$ cat config.mk
export PLATFORM = sky130hd
export DESIGN_NAME = load_store_unit
export DESIGN_NICKNAME = d
export VERILOG_FILES = /design/src/rtl/load_store_unit.sv
export SDC_FILE = /design/constraint.sdc
export NUM_CORES = 1
export LEC_CHECK = 0
export CAP_MARGIN = 30
export CORE_MARGIN = 5
export CORE_UTILIZATION = 44
export CTS_CLUSTER_SIZE = 8
export DETAILED_ROUTE_END_ITERATION = 16
export PLACE_DENSITY = 0.76
export SETUP_SLACK_MARGIN = 0.4
export SYNTH_ARGS = -nofsm -noshare
export SYNTH_HDL_FRONTEND = slang
export SYNTH_SLANG_ARGS = --single-unit
$ cat constraint.sdc
create_clock -name clk -period 5.8 [get_ports clk]
set_input_delay 1.74 -clock clk [delete_from_list [all_inputs] [get_ports clk]]
set_output_delay 1.74 -clock clk [all_outputs]
set_load 0.03 [all_outputs]
$ cat src/rtl/load_store_unit.sv
// Load/store unit: turns core byte/half/word accesses into whole-word memory
// cycles (read-modify-write for sub-word stores). Optional: LSU_BOUNDS_CHECK_EN.
module load_store_unit #(
    parameter int MEM_BYTES = 256
) (
    input  logic        clk,
    input  logic        reset,
    input  logic        req,
    input  logic        we,
    input  logic [1:0]  size,
    input  logic        sign_ext,
    input  logic [31:0] addr,
    input  logic [31:0] wdata,
    output logic        busy,
    output logic        done,
    output logic        err,
    output logic [31:0] rdata,
    output logic        MemRead,
    output logic        MemWrite,
    output logic [31:0] MemAddress,
    output logic [31:0] WriteData,
    input  logic [31:0] ReadData
);

`ifdef LSU_BOUNDS_CHECK_EN
    localparam logic BOUNDS_EN = 1'b1;
`else
    localparam logic BOUNDS_EN = 1'b0;
`endif
    localparam logic [31:0] MEM_LIMIT = 32'(MEM_BYTES);

    typedef enum logic [2:0] {
        S_IDLE  = 3'd0,
        S_READ  = 3'd1,
        S_WRITE = 3'd2,
        S_DONE  = 3'd3,
        S_ERR   = 3'd4
    } state_t;

    function automatic logic is_misaligned(input logic [1:0] sz, input logic [1:0] lo);
        logic bad;
        case (sz)
            2'b00:   bad = 1'b0;
            2'b01:   bad = lo[0];
            2'b10:   bad = (lo != 2'b00);
            default: bad = 1'b1;
        endcase
        return bad;
    endfunction

    function automatic logic [31:0] merge_lane(input logic [31:0] word, input logic [31:0] data,
                                               input logic [1:0] sz, input logic [1:0] lo);
        logic [31:0] merged;
        merged = word;
        case (sz)
            2'b00:   merged[{lo, 3'b000} +: 8] = data[7:0];
            2'b01:   merged[{lo[1], 4'b0000} +: 16] = data[15:0];
            default: merged = data;
        endcase
        return merged;
    endfunction

    function automatic logic [31:0] extract_lane(input logic [31:0] word, input logic [1:0] sz,
                                                 input logic [1:0] lo, input logic sx);
        logic [7:0]  lane_b;
        logic [15:0] lane_h;
        logic [31:0] result;
        lane_b = word[{lo, 3'b000} +: 8];
        lane_h = word[{lo[1], 4'b0000} +: 16];
        case (sz)
            2'b00:   result = {{24{sx & lane_b[7]}}, lane_b};
            2'b01:   result = {{16{sx & lane_h[15]}}, lane_h};
            default: result = word;
        endcase
        return result;
    endfunction

    state_t      state_r, state_s;
    logic        we_r, sign_ext_r;
    logic [1:0]  size_r, addr_lo_r;
    logic [31:0] wdata_r;
    logic        busy_r, done_r, err_r, mem_read_r, mem_write_r;
    logic [31:0] rdata_r, mem_address_r, write_data_r;
    logic        accept_s, reject_s;

    assign accept_s = (state_r == S_IDLE) && req;
    assign reject_s = is_misaligned(size, addr[1:0]) | (BOUNDS_EN & (addr >= MEM_LIMIT));

    // Next-state decode
    always_comb begin
        state_s = state_r;
        case (state_r)
            S_IDLE: begin
                if (!req) begin
                    state_s = S_IDLE;
                end else if (reject_s) begin
                    state_s = S_ERR;
                end else if (!we) begin
                    state_s = S_READ;
                end else if (size == 2'b10) begin
                    state_s = S_WRITE;
                end else begin
                    state_s = S_READ;
                end
            end
            S_READ: begin
                if (we_r) begin
                    state_s = S_WRITE;
                end else begin
                    state_s = S_DONE;
                end
            end
            S_WRITE: state_s = S_DONE;
            S_DONE:  state_s = S_IDLE;
            S_ERR:   state_s = S_IDLE;
            default: state_s = S_IDLE;
        endcase
    end

    // State register
    always_ff @(posedge clk or posedge reset) begin
        if (reset) begin
            state_r <= S_IDLE;
        end else begin
            state_r <= state_s;
        end
    end

    // Request fields captured at acceptance; live inputs are ignored afterwards
    always_ff @(posedge clk or posedge reset) begin
        if (reset) begin
            we_r       <= 1'b0;
            size_r     <= 2'b00;
            sign_ext_r <= 1'b0;
            addr_lo_r  <= 2'b00;
            wdata_r    <= 32'd0;
        end else if (accept_s) begin
            we_r       <= we;
            size_r     <= size;
            sign_ext_r <= sign_ext;
            addr_lo_r  <= addr[1:0];
            wdata_r    <= wdata;
        end
    end

    // Outputs are registered from the next state so they coincide with it;
    // async reset drops MemWrite at once so no partial write can commit.
    always_ff @(posedge clk or posedge reset) begin
        if (reset) begin
            busy_r        <= 1'b0;
            done_r        <= 1'b0;
            err_r         <= 1'b0;
            mem_read_r    <= 1'b0;
            mem_write_r   <= 1'b0;
            rdata_r       <= 32'd0;
            mem_address_r <= 32'd0;
            write_data_r  <= 32'd0;
        end else begin
            busy_r      <= (state_s != S_IDLE);
            done_r      <= (state_s == S_DONE) || (state_s == S_ERR);
            err_r       <= (state_s == S_ERR);
            mem_read_r  <= (state_s == S_READ);
            mem_write_r <= (state_s == S_WRITE);
            if (accept_s) begin
                mem_address_r <= {addr[31:2], 2'b00};
            end
            // The READ->WRITE edge merges the freshly read word with the store lane
            if ((state_r == S_IDLE) && (state_s == S_WRITE)) begin
                write_data_r <= wdata;
            end else if ((state_r == S_READ) && (state_s == S_WRITE)) begin
                write_data_r <= merge_lane(ReadData, wdata_r, size_r, addr_lo_r);
            end
            if ((state_r == S_READ) && (state_s == S_DONE)) begin
                rdata_r <= extract_lane(ReadData, size_r, addr_lo_r, sign_ext_r);
            end
        end
    end

    assign busy       = busy_r;
    assign done       = done_r;
    assign err        = err_r;
    assign rdata      = rdata_r;
    assign MemRead    = mem_read_r;
    assign MemWrite   = mem_write_r;
    assign MemAddress = mem_address_r;
    assign WriteData  = write_data_r;

endmodule
==> qor.csv, run 1 <==
metric;value;unit
dpl.cell_count;1126;
synth-seq-area-share;0.486;
gp_congestion;0.898;
nFillCells;1391;
synth_compound_area_frac;0.213;
synth_xor_area_frac;0.00121;
synth-seq-cells;140;
power;6410;uW
wirelength;23800;um
grt.total_usage;0.246;
drive_gt1_frac;0.0615;
switching_share;0.447;
combPwrFrac;0.548;
path_class;input port to flip-flop;
worstPathRequired;6.11;ns
cp-end-kind;flip-flop;
nNetsFinal;1038;
rsz0062_at_grt;false;
clk_path_buf_depth;2;
remaining_drc_errors;0;
finalClockSkew;0.00544;ns
synth_area_per_cell;9.47;um^2
rows;46;
synth_top_family_by_area;compound AO/OA/AOI/OAI gates;
status;complete, no violations;
coreArea;16000;um^2
reg2reg_from;state_r[0]$_DFF_PP0_;
maxCapViolCount;0;
vias;6805;
synth_simple_gate_area_share;0.196;
io_buffers;201;
crit_chain;clkdlybuf4s50_1 > nor4b_4 > buf_4 > nand2_2 > o31a_1 > a32o_1;
powerDensity;650;nW/um^2
path_delay_family;buffers and inverters;
cts_hold_buf;0;
synthCells;762;
htree_levels;4;
clock-sinks;140;
setup_viol_count_final;0;
p_clk_frac;0.166;
synthFlopType;dfrtp_1;
clkLatencyLatePin;0.43;ns
cts_tree;done;
grt_start_max_net_pins;74;
layout.cells.non_filler;1159;
tns;0;ns
cp-start-kind;input port;
dr.pass1.iters;5;
drt_iter0_markers;742;
fmax;256;MHz
postCtsSetupBuffers;0;
p_sw;2860;uW
slew_viol_final;0;
hpwlAfterDp;16700;um
die_area;19100;um^2
clk_pin_slew_worst_paths;0.06;ns
hold_violations;0;
antenna_found_initial;0;
io_pins;204;
postRouteAntennaNets;0;
seq_power_share;0.286;
cts_resized;0;
grt_overflow;0;
cp_num_buf_inv;2;
p_leak;0.00432;uW
worst_slew_pin_slew;0.921;ns
diodes;0;
clockRootBuffer;clkbuf_16;
die_h;138;um
internal_power;3540;uW
startpoint;req;
fin_crit;3.90;ns
ys_types;58;
synth_edf_count;0;
wire_per_inst;20.5;um
yosys.area_share.adder;0.00867;
critPathMaxStageDelay;0.59;ns
die_width;138;um
start_util;0.451;
synthArstFlopShare;1.00;
cp_max_fo;64;
yosys_warnings;0;
worstPathArrival;4.22;ns
grt_pass1_vias;6687;
syn2layout_area_growth;36.7;%
final.period_utilization;0.673;
hp-start;MemAddress[12]$_DFFE_PP0P_;
slew_headroom;0.386;
slowest_stage;buf_4;
muxShareOfSynthArea;0.0408;
grt_pass1_wl;37900;um
syn-cell-area;7210;um^2
irDropWorstVdd;0.415;mV
cts_made_buffers;17;
hold_path.class;flip-flop to flip-flop;
vias_per_cell;5.87;
-- stage by stage --
stage | util | worst slack, ns | hold WS (ns) | area (um^2)
after detailed placement | 0.579 | 1.43 | 0.463 | 9260
after CTS | 0.615 | 1.87 | 0.477 | 9840
after global routing | 0.616 | 1.77 | 0.497 | 9860
after global placement | 0.579 | 1.48 | 0.457 | 9260
after floorplan | - | 2.31 | 0.446 | 7220
final | 0.616 | 1.90 | 0.475 | 9860
-- cell usage in the layout (no fill, tap or decap), drive strengths merged, types with 4 or more instances in the layout --
cell type        n
buf             11
dfrtp          140
nand2          220
o31a            20
a21oi           26
nor3             6
clkdlybuf4s50  201
a211oi           4
mux2i           23
o22ai           16
a32o            24
mux2             5
nand4b           6
inv             15
nor2b            9
a41oi            5
a2bb2oi          7
and3b            4
ha               5
clkbuf          18
a22oi            7
a221o           28
o21ai           25
nor2            17
clkinv           9
clkinvlp         4
a32oi            5
nand3           33
a22o            11
-- power by group through the flow --
stage                     Combinational, uW  Sequential (uW)  Clock [uW]
after floorplan                        1820             2320           0
after global placement                 3410             1820           0
after detailed placement               3460             1830           0
after CTS                              3480             1820        1080
after global routing                   3770             1890        1130
final                                  3510             1830        1070
-- path summary, 6_finish.rpt --
| path | slack (ns) | cells after the start | to |
|---|---|---|---|
| min in group asynchronous | 1.81 | 2 | wdata_r[12]$_DFFE_PP0P_ |
| setup reg to reg | 2.72 | 5 | wdata_r[19]$_DFFE_PP0P_ |
| hold reg to reg | 0.47 | 2 | MemAddress[12]$_DFFE_PP0P_ |
| max in group asynchronous | 3.07 | 3 | size_r[1]$_DFFE_PP0P_ |
| hold / removal | 0.47 | 2 | MemAddress[12]$_DFFE_PP0P_ |
| setup / recovery | 1.90 | 6 | WriteData[1]$_DFFE_PP0P_ |
-- flip-flops by register name (all words and copies together), names as in the netlist --
| signal | flops |
|---|---|
| state_r | 3 |
| sign_ext_r | 1 |
| MemAddress | 30 |
| WriteData | 32 |
| rdata | 32 |
| MemWrite | 1 |
| size_r | 2 |
| we_r | 1 |
| addr_lo_r | 2 |
| busy | 1 |
| err | 1 |
| done | 1 |
| MemRead | 1 |
| wdata_r | 32 |
-- cell usage after synthesis, drive strengths merged, types with 2 or more instances --
cell type,count,area share
a2bb2oi,7,0.0085
o22ai,16,0.014
a211oi,4,0.0042
a221o,28,0.039
buf,34,0.030
a21oi,26,0.018
a221oi,2,0.0024
o21a,2,0.0021
nand2b,3,0.0026
a22oi,7,0.0073
or2,2,0.0017
mux2i,23,0.032
ha,5,0.0087
nor4b,3,0.0099
nor2,17,0.0088
nand4,3,0.0026
nand4b,6,0.0073
a32o,24,0.033
and3b,4,0.0049
mux2,5,0.0088
clkbuf,30,0.016
nor4bb,3,0.0042
nand2,220,0.11
inv,15,0.0078
nor2b,9,0.0078
a32oi,5,0.0061
o21ai,25,0.019
a41oi,5,0.0061
o2bb2ai,3,0.0036
nor3,6,0.0049
o221ai,3,0.0036
dfrtp,140,0.49
a22o,11,0.013
o31a,20,0.024
nand3,33,0.023
-- layout make-up --
type	instances	area, um^2	share of cell area
clock buffer	18	429	0.0435
inverter	16	63.8	0.00647
sequential	140	3500	0.356
clock inverter	14	146	0.0148
timing repair buffer	212	2120	0.215
multi-input combinational	543	3330	0.337
tap	216	270	0.0274
-- per-layer routing --
| metal | up-vias | global-route usage | share of wire |
|---|---|---|---|
| li1 | 3075 | - | - |
| met3 | 59 | 0.0762 | 0.10 |
| met4 | 0 | 0.0858 | 0.028 |
| met1 | 3306 | 0.326 | 0.41 |
| met2 | 365 | 0.383 | 0.46 |
| met5 | - | 0 | 0 |
-- cells by family (layout without fill, tap and decap cells) --
group                    after synthesis  count (layout)
flip-flops                           140             140
XOR/XNOR                               1               1
other                                  1               2
AO/OA/AOI/OAI                        194             194
adder cells (fa/ha/maj)                5               5
AND/OR/NAND/NOR                      313             313
buffers and inverters                 80             260
multiplexers                          28              28
-- worst min-delay path: cells and delay by family, from the launching register on --
kind             cells  cell delay (ns)
flip-flops           1             0.34
AND/OR/NAND/NOR      2             0.10
(Power assumes the default switching activity.)
==> inputs of run 2 (changes only) <==
Settings changed: CORE_UTILIZATION 44 to 48, PLACE_DENSITY 0.76 to 0.78.
Clock period 5.8 ns to 3.7 ns, I/O delays scaled along.
==> run 2 against run 1 <==
Critical path depth stayed put. Sequential share of layout area shrank 0.61 points. Clock-buffer cell count up 3. Hold slack got worse by 0.0048 ns. Clock power up 79%. Critical endpoint is now WriteData[19]$_DFFE_PP0P_. Largest power group unchanged.
==> qor.csv, run 2 (same netlist as run 1, synthesis figures left out) <==
metric;value;unit;change
cts_hold_buf;0;;unchanged
clk_pin_slew_worst_paths;0.06;ns;about the same
postRouteAntennaNets;0;;unchanged
fmax;349;MHz;
worstPathRequired;4.06;ns;-2.05 ns
start_util;0.493;;+0.0418
nFillCells;1169;;-16%
irDropWorstVdd;0.487;mV;+17%
drt_iter0_markers;740;;-0.27%
path_class;input port to flip-flop;;
grt.total_usage;0.271;;+0.0258
cts_made_buffers;17;;unchanged
slew_viol_final;0;;unchanged
hp-start;MemAddress[19]$_DFFE_PP0P_;;
cp-end-kind;flip-flop;;
worst_slew_pin_slew;0.881;ns;-0.0399 ns
cts_resized;0;;unchanged
finalClockSkew;0.00770;ns;+0.00227 ns
final.period_utilization;0.774;;
final_common_cell;nand2_1;;
io_pins;204;;unchanged
slew_headroom;0.408;;+0.0221
grt_pass1_wl;38000;um;+0.38%
clock-sinks;140;;unchanged
fin_crit;2.86;ns;
rows;44;;-4.3%
cts_tree;done;;
die_width;133;um;-3.9%
layout.cells.non_filler;1142;;-1.5%
grt_start_max_net_pins;43;;-42%
drive_gt1_frac;0.0762;;+0.0147
syn2layout_area_growth;39.0;%;
cp_max_fo;20;;-69%
hold_path.class;flip-flop to flip-flop;;
wirelength;24300;um;+2.3%
remaining_drc_errors;0;;unchanged
rsz0062_at_grt;false;;
hold_violations;0;;unchanged
cp-start-kind;input port;;
powerDensity;1040;nW/um^2;+60%
worstPathArrival;3.23;ns;-0.99 ns
p_leak;0.00444;uW;+2.8%
hpwlAfterDp;17300;um;+3.6%
io_buffers;201;;unchanged
gp_congestion;0.851;;-5.2%
grt_overflow;0;;unchanged
postCtsSetupBuffers;0;;unchanged
vias;7028;;+3.3%
clk_path_buf_depth;2;;unchanged
die_area;17600;um^2;-7.7%
maxCapViolCount;0;;unchanged
setup_viol_count_final;0;;unchanged
mostFrequentLayoutCells;nand2_1, clkdlybuf4s50_1, dfrtp_1;;
clkLatencyLatePin;0.43;ns;about the same
reg2reg_from;addr_lo_r[1]$_DFFE_PP0P_;;
status;complete, no violations;;
antenna_found_initial;0;;unchanged
dr.pass1.iters;7;;+2
grt_pass1_vias;6831;;+2.2%
coreArea;14600;um^2;-8.5%
post-route-util;0.685;;+0.0688
htree_levels;4;;unchanged
die_h;133;um;-3.9%
vias_per_cell;6.15;;+4.8%
tns;0;ns;unchanged
clockRootBuffer;clkbuf_16;;
nNetsFinal;1053;;+1.4%
dpl.cell_count;1110;;-1.4%
diodes;0;;unchanged
wire_per_inst;21.3;um;+3.8%
startpoint;size[0];;
[run 2: report_power, final]
| group | total (uW) | leakage (uW) | switching [uW] | internal (uW) |
|---|---|---|---|---|
| registers | 2870 | 0.00171 | 607 | 2270 |
| clock network | 1910 | 0.000319 | 663 | 1250 |
| logic | 5610 | 0.00241 | 3270 | 2350 |
| total | 10400 | 0.00444 | 4540 | 5860 |
[run 2: layout make-up]
cell class              count  area, um^2  share of cell area
multi-input cells         543        3330               0.332
clock inverters            11         189              0.0188
inverters                  16        63.8             0.00636
flip-flops and latches    140        3500               0.349
repair buffers            227        2240               0.224
well taps                 184         230              0.0230
clock buffers              21         470              0.0469
[run 2: worst max-delay path, stage by stage]
cell and delay, ns:
clkdlybuf4s50_1 0.55, and3b_1 0.25, o211a_1 0.19, o21ai_4 0.61, buf_4 0.34, a32o_1 0.16
[run 2: worst paths after layout]
path                       slack, ns                          to  cells past startpoint
hold / removal                  0.47  MemAddress[19]$_DFFE_PP0P_                      2
min in group asynchronous       1.11  MemAddress[30]$_DFFE_PP0P_                      2
setup / recovery                0.84   WriteData[19]$_DFFE_PP0P_                      6
hold reg to reg                 0.47  MemAddress[19]$_DFFE_PP0P_                      2
setup reg to reg                0.95   WriteData[18]$_DFFE_PP0P_                      6
max in group asynchronous       1.80       size_r[1]$_DFFE_PP0P_                      4
[run 2: per-stage QoR]
stage / worst slack (ns) / hold slack [ns] / area (um^2) / total power (uW)
floorplan: 0.841 / 0.446 / 7220 / 6480
global placement: 0.541 / 0.458 / 9370 / 8300
detailed placement: 0.444 / 0.461 / 9370 / 8400
CTS: 0.875 / 0.476 / 10000 / 10400
global route: 0.807 / 0.490 / 10000 / 10900
finish: 0.837 / 0.470 / 10000 / 10400
[run 2: metal layers]
metal / share of wire / track usage / wire length, um / vias up
li1: - / - / - / 3117
met1: 0.40 / 0.356 / 9620 / 3365
met2: 0.46 / 0.419 / 11100 / 462
met3: 0.11 / 0.0858 / 2700 / 84
met4: 0.035 / 0.111 / 855 / 0
met5: 0 / 0 / 0 / -
